`src/rtl/prog_loader_if.sv`:
```
// Byte-stream input and memory write port of the program loader.
// The host drives the stream through the master modport and the loader takes the slave side.
interface prog_loader_if;
  logic [7:0] in_data;
  logic       in_valid;
  logic       in_ready;
  logic       mem_we;
  logic [7:0] mem_addr;
  logic [7:0] mem_wdata;

  modport master (
    output in_data, in_valid,
    input  in_ready, mem_we, mem_addr, mem_wdata
  );

  modport slave (
    input  in_data, in_valid,
    output in_ready, mem_we, mem_addr, mem_wdata
  );
endinterface

```
`src/rtl/prog_loader.sv`:
```
// Framed byte-stream loader: writes payload into CPU memory and holds the CPU in reset
// until a frame with a matching checksum has been fully received.
module prog_loader #(
  parameter logic [7:0] SYNC_BYTE     = 8'hA5,
  parameter int         RELEASE_DELAY = 4
) (
  input  logic              clk,
  input  logic              rstn,
  input  logic              reload,
  prog_loader_if.slave      bus,
  output logic              cpu_rstn,
  output logic              done,
  output logic              err
);

  localparam logic [2:0] IDLE    = 3'd0;
  localparam logic [2:0] ADDR    = 3'd1;
  localparam logic [2:0] LEN     = 3'd2;
  localparam logic [2:0] DATA    = 3'd3;
  localparam logic [2:0] CSUM    = 3'd4;
  localparam logic [2:0] RELEASE = 3'd5;
  localparam logic [2:0] DONE    = 3'd6;
  localparam logic [2:0] ERR     = 3'd7;

  localparam logic [3:0] DLY_INIT = 4'(RELEASE_DELAY - 1);

  logic [2:0] state_q,     state_d;
  logic [7:0] ptr_q,       ptr_d;
  logic [8:0] cnt_q,       cnt_d;
  logic [7:0] sum_q,       sum_d;
  logic [3:0] dly_q,       dly_d;
  logic       in_ready_q,  in_ready_d;
  logic       mem_we_q,    mem_we_d;
  logic [7:0] mem_addr_q,  mem_addr_d;
  logic [7:0] mem_wdata_q, mem_wdata_d;
  logic       cpu_rstn_q,  cpu_rstn_d;
  logic       done_q,      done_d;
  logic       err_q,       err_d;
  logic       xfer;

  assign xfer = bus.in_valid & in_ready_q;

  always_comb begin
    state_d     = state_q;
    ptr_d       = ptr_q;
    cnt_d       = cnt_q;
    sum_d       = sum_q;
    dly_d       = dly_q;
    mem_we_d    = 1'b0;
    mem_addr_d  = mem_addr_q;
    mem_wdata_d = mem_wdata_q;
    cpu_rstn_d  = cpu_rstn_q;
    done_d      = done_q;
    err_d       = err_q;

    // reload overrides everything, including a byte offered in the same cycle
    if (reload) begin
      state_d    = IDLE;
      cpu_rstn_d = 1'b0;
      done_d     = 1'b0;
      err_d      = 1'b0;
    end else begin
      case (state_q)
        IDLE, ERR: begin
          if (xfer && bus.in_data == SYNC_BYTE) begin
            state_d = ADDR;
            err_d   = 1'b0;
            sum_d   = 8'd0;
          end
        end
        ADDR: begin
          if (xfer) begin
            ptr_d   = bus.in_data;
            state_d = LEN;
          end
        end
        LEN: begin
          if (xfer) begin
            cnt_d   = (bus.in_data == 8'd0) ? 9'd256 : {1'b0, bus.in_data};
            state_d = DATA;
          end
        end
        DATA: begin
          if (xfer) begin
            mem_we_d    = 1'b1;
            mem_addr_d  = ptr_q;
            mem_wdata_d = bus.in_data;
            ptr_d       = ptr_q + 8'd1;
            sum_d       = sum_q + bus.in_data;
            cnt_d       = cnt_q - 9'd1;
            if (cnt_q == 9'd1) state_d = CSUM;
          end
        end
        CSUM: begin
          if (xfer) begin
            if (bus.in_data == sum_q) begin
              state_d = RELEASE;
              dly_d   = DLY_INIT;
            end else begin
              state_d = ERR;
              err_d   = 1'b1;
            end
          end
        end
        RELEASE: begin
          if (dly_q == 4'd0) begin
            state_d    = DONE;
            cpu_rstn_d = 1'b1;
            done_d     = 1'b1;
          end else begin
            dly_d = dly_q - 4'd1;
          end
        end
        default: ;
      endcase
    end

    in_ready_d = (state_d != RELEASE) && (state_d != DONE);
  end

  always_ff @(posedge clk or negedge rstn) begin
    if (!rstn) begin
      state_q     <= IDLE;
      ptr_q       <= 8'd0;
      cnt_q       <= 9'd0;
      sum_q       <= 8'd0;
      dly_q       <= 4'd0;
      in_ready_q  <= 1'b0;
      mem_we_q    <= 1'b0;
      mem_addr_q  <= 8'd0;
      mem_wdata_q <= 8'd0;
      cpu_rstn_q  <= 1'b0;
      done_q      <= 1'b0;
      err_q       <= 1'b0;
    end else begin
      state_q     <= state_d;
      ptr_q       <= ptr_d;
      cnt_q       <= cnt_d;
      sum_q       <= sum_d;
      dly_q       <= dly_d;
      in_ready_q  <= in_ready_d;
      mem_we_q    <= mem_we_d;
      mem_addr_q  <= mem_addr_d;
      mem_wdata_q <= mem_wdata_d;
      cpu_rstn_q  <= cpu_rstn_d;
      done_q      <= done_d;
      err_q       <= err_d;
    end
  end

  assign bus.in_ready  = in_ready_q;
  assign bus.mem_we    = mem_we_q;
  assign bus.mem_addr  = mem_addr_q;
  assign bus.mem_wdata = mem_wdata_q;
  assign cpu_rstn      = cpu_rstn_q;
  assign done          = done_q;
  assign err           = err_q;

endmodule
```
`src/flat_wrapper.sv`:
```
// flat-port wrapper written by rule: the top's interface ports become plain ports
module prog_loader_flat 
#(
  parameter logic [7:0] SYNC_BYTE     = 8'hA5,
  parameter int         RELEASE_DELAY = 4
)
  (clk, rstn, reload, cpu_rstn, done, err, bus_in_data, bus_in_valid, bus_in_ready, bus_mem_we, bus_mem_addr, bus_mem_wdata);
  prog_loader_if bus_i ();
  input  logic clk;
  input  logic rstn;
  input  logic reload;
  output logic cpu_rstn;
  output logic done;
  output logic err;
  input wire logic [$bits(bus_i.in_data)-1:0] bus_in_data;
  input wire logic [$bits(bus_i.in_valid)-1:0] bus_in_valid;
  output wire logic [$bits(bus_i.in_ready)-1:0] bus_in_ready;
  output wire logic [$bits(bus_i.mem_we)-1:0] bus_mem_we;
  output wire logic [$bits(bus_i.mem_addr)-1:0] bus_mem_addr;
  output wire logic [$bits(bus_i.mem_wdata)-1:0] bus_mem_wdata;
  assign bus_i.in_data = bus_in_data;
  assign bus_i.in_valid = bus_in_valid;
  assign bus_in_ready = bus_i.in_ready;
  assign bus_mem_we = bus_i.mem_we;
  assign bus_mem_addr = bus_i.mem_addr;
  assign bus_mem_wdata = bus_i.mem_wdata;
  prog_loader #(.SYNC_BYTE(SYNC_BYTE), .RELEASE_DELAY(RELEASE_DELAY)) u_core (.clk(clk), .rstn(rstn), .reload(reload), .bus(bus_i), .cpu_rstn(cpu_rstn), .done(done), .err(err));
endmodule
```
`config.mk`:
```
export PLATFORM = sky130hd
export DESIGN_NAME = prog_loader_flat
export DESIGN_NICKNAME = d
export VERILOG_FILES = /design/src/rtl/prog_loader_if.sv /design/src/rtl/prog_loader.sv /design/src/flat_wrapper.sv
export SDC_FILE = /design/constraint.sdc
export NUM_CORES = 1
export LEC_CHECK = 0
export BUFFER_PORTS_ARGS = -buffer_cell sky130_fd_sc_hd__buf_2
export CAP_MARGIN = 20
export CORE_MARGIN = 2
export CORE_UTILIZATION = 50
export CTS_BUF_LIST = sky130_fd_sc_hd__clkbuf_8
export DETAILED_ROUTE_END_ITERATION = 8
export GPL_TIMING_DRIVEN = 0
export HOLD_SLACK_MARGIN = 0.06
export PLACE_DENSITY_LB_ADDON = 0.3
export SETUP_SLACK_MARGIN = 0.05
export SYNTH_ARGS = -nofsm -noshare
export SYNTH_HDL_FRONTEND = slang
export SYNTH_SLANG_ARGS = --single-unit
```
`constraint.sdc`:
```
create_clock -name clk -period 4.35 [get_ports clk]
set_input_delay 0.2175 -clock clk [delete_from_list [all_inputs] [get_ports clk]]
set_output_delay 0.2175 -clock clk [all_outputs]
set_load 0.03 [all_outputs]
```
==> results of run 1 <==
-- worst max-delay path, delay by kind of cell, from the launching register on --
family	cells	cell delay [ns]
buffers and inverters	3	0.85
flip-flops	1	0.45
multiplexers	1	0.37
AND/OR/NAND/NOR	2	0.61
-- what timing repair did --
action                                 in CTS  in global routing
resized for setup                           0                  0
hold buffers                                1                  0
endpoints found under the hold margin      22                  0
-- cell usage after synthesis, drive strengths merged (3+ instances only) --
master | instances | share of area (%)
a211o | 3 | 0.94
nand4 | 4 | 0.85
mux2 | 16 | 6.2
ha | 11 | 4.7
xnor2 | 5 | 1.5
a22o | 8 | 2.4
a22oi | 5 | 1.3
and3 | 3 | 0.64
o22ai | 4 | 0.85
xor2 | 3 | 0.90
nand2 | 27 | 3.5
o21ai | 27 | 4.6
inv | 13 | 1.7
nor2 | 21 | 2.7
buf | 7 | 1.2
nor4 | 6 | 1.3
a31oi | 3 | 0.64
nor3 | 8 | 1.4
nand3 | 12 | 2.2
or4 | 3 | 0.77
a21oi | 23 | 3.9
clkbuf | 8 | 1.1
dfrtp | 52 | 44
a21o | 3 | 0.77
-- report_power, final --
part           leakage [µW]  total (µW)  switching [µW]  internal (µW)
Sequential         0.000696         550            36.3            514
Clock             0.0000497         276             163            113
Combinational      0.000843         123            74.2           48.4
Total               0.00159         948             273            675
-- final cells by class --
cell class / instances / area share, %
Buffer: 15 / 2.05
Inverter: 13 / 1.48
Tap cell: 72 / 2.74
Multi-Input combinational cell: 226 / 45.9
Sequential cell: 52 / 39.6
Clock inverter: 3 / 0.533
Clock buffer: 5 / 2.09
Timing Repair Buffer: 33 / 5.63
-- sequential cells by signal (all words and copies together) (netlist names) --
register,cells
u_core.cpu_rstn,1
u_core.ptr_q,8
u_core.err,1
u_core.dly_q,4
u_core.cnt_q,9
u_core.bus.in_ready,1
u_core.bus.mem_wdata,8
u_core.state_q,3
u_core.bus.mem_we,1
u_core.sum_q,8
u_core.bus.mem_addr,8
-- layer usage --
layer	track usage (%)	vias to the layer above	routed length, µm
met5	0	-	0
met4	6.95	0	73
met3	4.72	5	509
met2	35.3	68	3100
met1	32.1	1203	2910
li1	-	1217	-
-- final timing paths --
kind / from / endpoint / slack [ns] / cells after the start
max: u_core.state_q[1] / u_core.bus.mem_wdata[4] / 1.95 / 6
min: reload / u_core.cpu_rstn / 0.15 / 2
min reg2reg: u_core.bus.mem_addr[5] / u_core.bus.mem_addr[5] / 0.51 / 1
max in group asynchronous: rstn / u_core.bus.mem_addr[5] / 3.39 / 3
min in group asynchronous: rstn / u_core.ptr_q[0] / 0.42 / 2
max reg2reg: u_core.state_q[1] / u_core.bus.mem_wdata[4] / 1.95 / 6
-- through the flow --
stage / setup WS (ns) / total power [µW] / instance area (µm²)
5_1_grt: 1.79 / 998 / 3290
6_report: 1.95 / 948 / 3290
3_3_place_gp: 2.02 / 673 / 3170
4_1_cts: 1.98 / 957 / 3290
3_5_place_dp: 1.98 / 680 / 3190
2_1_floorplan: 2.29 / 629 / 2930
-- placed cells by master (no fill, tap or decap), types with 3 or more instances in the layout --
cell       n
dfrtp_1   52
buf_2     36
nand2_1   27
o21ai_0   26
a21oi_1   23
nor2_1    21
mux2_2    16
inv_1     14
nand3_1   11
ha_1      11
nor3_1     8
a22o_1     8
clkbuf_1   7
nor4_1     6
xnor2_1    5
a22oi_1    5
clkbuf_8   5
nand4_1    4
o22ai_1    4
xor2_1     3
a21o_1     3
a31oi_1    3
or4_1      3
and3_1     3
-- kinds of logic after synthesis --
logic type | synth area share, %
flops | 44.4
fa+ha+maj | 5.38
mux | 6.50
compound gates | 19.9
xor+xnor | 2.39
buf+inv | 3.97
simple gates | 17.4
==> flow_metrics.tcl, run 1 <==
set metrics [dict create \
    syn_area_per_cell_um2 9.57 \
    p_leak_uw 0.00159 \
    post_cts_buffers 0 \
    required_ns 4.55 \
    start_util_pct 52.5 \
    cts_max_level 2 \
    fin_hold_ws_ns 0.153 \
    start_kind "flop" \
    core_area_um2 5570 \
    path_class "reg -> reg" \
    detail_route.wl_per_cell_um 15.7 \
    grt_overflow 0 \
    status "finished clean" \
    timing.critical_path.mode_cell "buf_2" \
    setup_viol 0 \
    via_per_inst 5.95 \
    syn_area_um2 2930 \
    drc 0 \
    register_area_um2 1300 \
    path_clk_slew_ns 0.09 \
    arrival_ns 2.60 \
    max_slew_margin_pct 54.7 \
    finalSetupTns_ns 0 \
    synth_cells 306 \
    root_buffer "clkbuf_8" \
    cap_violations 0 \
    ant_nets 0 \
    holdCritPathClass "in -> reg" \
    areaGrowthSynthToFinish_pct 12.4 \
    async_reset_ff_share_pct 100 \
    stdcell_count 419 \
    die_h_um 80.5 \
    fillerInstances 511 \
    synth_fp_nets 330 \
    place_congestion 0.891 \
    ir_worst_vdd_mv 0.174 \
    grt_pass1_wl_um 11400 \
    multi_input_area_um2 1510 \
    die_area_um2 6480 \
    first_pass_iters 4 \
    grt_max_degree 31 \
    cts_buffer_depth 2 \
    slew_violations 0 \
    fin_worst_skew_ns 0.00703 \
    synth-seq-cells 52 \
    pin_count 33 \
    period_minus_slack_ns 2.40 \
    timing.fmax_mhz 417 \
    track_usage_pct 22.8 \
    synth_edf_count 0 \
    vias 2493 \
    cts_tree "done" \
    wl_um 6600 \
    worstPathCellList "buf_2 > nand3b_1 > clkbuf_1 > nor2_1 > buf_2 > mux2_2" \
    yosys_warnings 0 \
    antenna-diode-count 0 \
    dp_cells 410 \
    synth_cell_types 55 \
    path_max_fanout 10 \
    clkSinkCount 52 \
    slowest_delay_ns 0.50 \
    synthFlopType "dfrtp_1" \
    fin_crit_sh_pct 55.1 \
    portBuffers 31 \
    worstSetupEndpointType "flop" \
    die_x_um 80.5 \
    tightest_slew_ns 0.673 \
    drive_gt1_share_pct 19.0 \
    insertion_delay_ns 0.31 \
    seq_area_frac_synth_pct 44.4 \
    finalCoreUtilization_pct 59.0 \
    nets 370 \
    rows 27 \
    cts_buffers 5 \
    p_per_area_nw_per_um2 288 \
    grt_pass1_vias 2364 \
    antenna_found_initial 0 \
    hold_viol 0 \
    drtIter0Drc 167 \
    hpwlAfterDp_um 4820 \
    crit_slowest_cell "nor2_1" \
    rsz0062_at_grt "false" \
]
Power figures use the tool's default switching activity.
==> run 2: changes to the inputs <==
Clock period 4.35 ns to 2.44 ns, I/O delays scaled along.
==> flow_metrics.tcl, run 2 (synthesized netlist as in run 1, its figures left out) <==
set metrics [dict create \
    place_congestion 0.891 \
    hp-start "bus_in_data[0]" \
    path_max_fanout 4 \
    fin_crit_sh_pct 90.5 \
    p_leak_uw 0.00160 \
    drtIter0Drc 182 \
    dp_cells 410 \
    vias 2522 \
    track_usage_pct 22.8 \
    tightest_slew_ns 0.552 \
    arrival_ns 2.39 \
    hold_viol 0 \
    finalSetupTns_ns 0 \
    via_per_inst 6.00 \
    start_util_pct 52.5 \
    antenna_found_initial 0 \
    cap_violations 0 \
    detail_route.wl_per_cell_um 16.0 \
    portBuffers 31 \
    slew_violations 0 \
    antenna-diode-count 0 \
    root_buffer "clkbuf_8" \
    slowest_delay_ns 0.47 \
    areaGrowthSynthToFinish_pct 13.4 \
    rows 27 \
    die_x_um 80.5 \
    required_ns 2.63 \
    mostFrequentLayoutCell "dfrtp_1" \
    crit_family "compound AO/OA/AOI/OAI gates" \
    path_clk_slew_ns 0.09 \
    hpwlAfterDp_um 4820 \
    rrSetupSlack_ns 0.23 \
    p_comb_share_pct 13.1 \
    grt_overflow 0 \
    cts_buffers 5 \
    path_class "reg -> reg" \
    post_cts_buffers 0 \
    rr_endpoint "u_core.bus.in_ready" \
    worstSetupEndpointType "flop" \
    crit_slowest_cell "or4b_1" \
    clkSinkCount 52 \
    drive_gt1_share_pct 20.1 \
    ant_nets 0 \
    cp-startpoint "u_core.dly_q[1]" \
    pin_count 33 \
    setup_viol 0 \
    holdCritPathClass "in -> reg" \
    ir_worst_vdd_mv 0.309 \
    fin_hold_ws_ns 0.157 \
    hold_end "u_core.bus.mem_wdata[0]" \
    power.switching_uw 490 \
    first_pass_iters 6 \
    power_uw 1700 \
    most-common-layout-cells "52 x dfrtp_1, 36 x buf_2, 27 x nand2_1, 26 x o21ai_0, 23 x a21oi_1" \
    pwr-share-seq_pct 57.9 \
    cts_max_level 2 \
    grt_pass1_wl_um 11400 \
    timing.fmax_mhz 453 \
    hold_path_depth 2 \
    nets 371 \
    largest-register "u_core.cnt_q" \
    core_area_um2 5570 \
    largest_reg_flops 9 \
    netSwitchingFraction_pct 28.9 \
    drc 0 \
    finalCoreUtilization_pct 59.6 \
    worst-r2r-cell-count 7 \
    wl_um 6700 \
    insertion_delay_ns 0.31 \
    stdcell_count 420 \
    worstPathCellList "inv_1 > ha_1 > or4b_1 > a221o_1 > a211o_1 > a22oi_1 > o21ai_1" \
    fin_worst_skew_ns 0.00708 \
    die_area_um2 6480 \
    grt_max_degree 31 \
    period_minus_slack_ns 2.21 \
    max_slew_margin_pct 63.2 \
    status "finished clean" \
    cts_tree "done" \
    start_kind "flop" \
    rsz0062_at_grt "false" \
    die_h_um 80.5 \
    grt_pass1_vias 2367 \
    cts_buffer_depth 2 \
    p_clk_share_pct 28.9 \
    r2r-start "u_core.dly_q[1]" \
    path_buf_inv 1 \
    p_int_uw 1210 \
    p_per_area_nw_per_um2 511 \
]
==> run 2: power groups by stage <==
stage	registers [µW]	clock network, µW	logic, µW
floorplan	984	0	137
global placement	993	0	206
global route	993	538	257
detailed placement	996	0	217
finish	983	491	223
CTS	979	508	221
==> run 2: per-stage QoR <==
| stage | setup WS (ns) | cell area [µm²] |
|---|---|---|
| 6_report | 0.233 | 3320 |
| 5_1_grt | 0.0713 | 3320 |
| 4_1_cts | 0.0657 | 3300 |
| 3_5_place_dp | 0.0737 | 3190 |
| 3_3_place_gp | 0.108 | 3170 |
| 2_1_floorplan | 0.377 | 2930 |
==> run 2: worst max path at each step <==
stage	slack (ns)	end	cells past startpoint
after global routing	0.07	u_core.bus.in_ready	7
after floorplan	0.38	u_core.bus.in_ready	7
final	0.23	u_core.bus.in_ready	7
after CTS	0.07	u_core.bus.mem_wdata[4]	5
after detailed placement	0.07	u_core.bus.mem_wdata[7]	6
after global placement	0.11	u_core.bus.mem_wdata[6]	6
==> run 2: cell type report <==
class                   count  area [µm²]
fillers                   510        2250
multi-input cells         226        1530
flip-flops and latches     52        1300
repair buffers             34         195
well taps                  72        90.1
clock buffers               5        68.8
plain buffers              15        68.8
inverters                  13        48.8
clock inverters             3        17.5
==> run 2: what timing repair did <==
item / 4_1_cts / 5_1_grt
endpoints found under the hold margin: 24 / 0
gates resized for setup: 0 / 6
endpoints found under the setup margin: 0 / 16
hold buffers: 2 / 0
==> run 2: worst reg2reg max path, stage by stage (launching register included) <==
cell and delay [ns]:
dfrtp_1 0.40, inv_1 0.08, ha_1 0.19, or4b_1 0.47, a221o_1 0.36, a211o_1 0.31
a22oi_1 0.19, o21ai_1 0.09
==> run 2: metal layers <==
| layer | up-vias | share of wire [%] | global-route usage (%) | wire length [µm] |
|---|---|---|---|---|
| met3 | 6 | 7.0 | 4.72 | 467 |
| met4 | 0 | 0.82 | 6.95 | 55 |
| met5 | - | 0 | 0 | 0 |
| li1 | 1223 | - | - | - |
| met1 | 1224 | 45 | 32.3 | 3010 |
| met2 | 69 | 47 | 35.3 | 3170 |
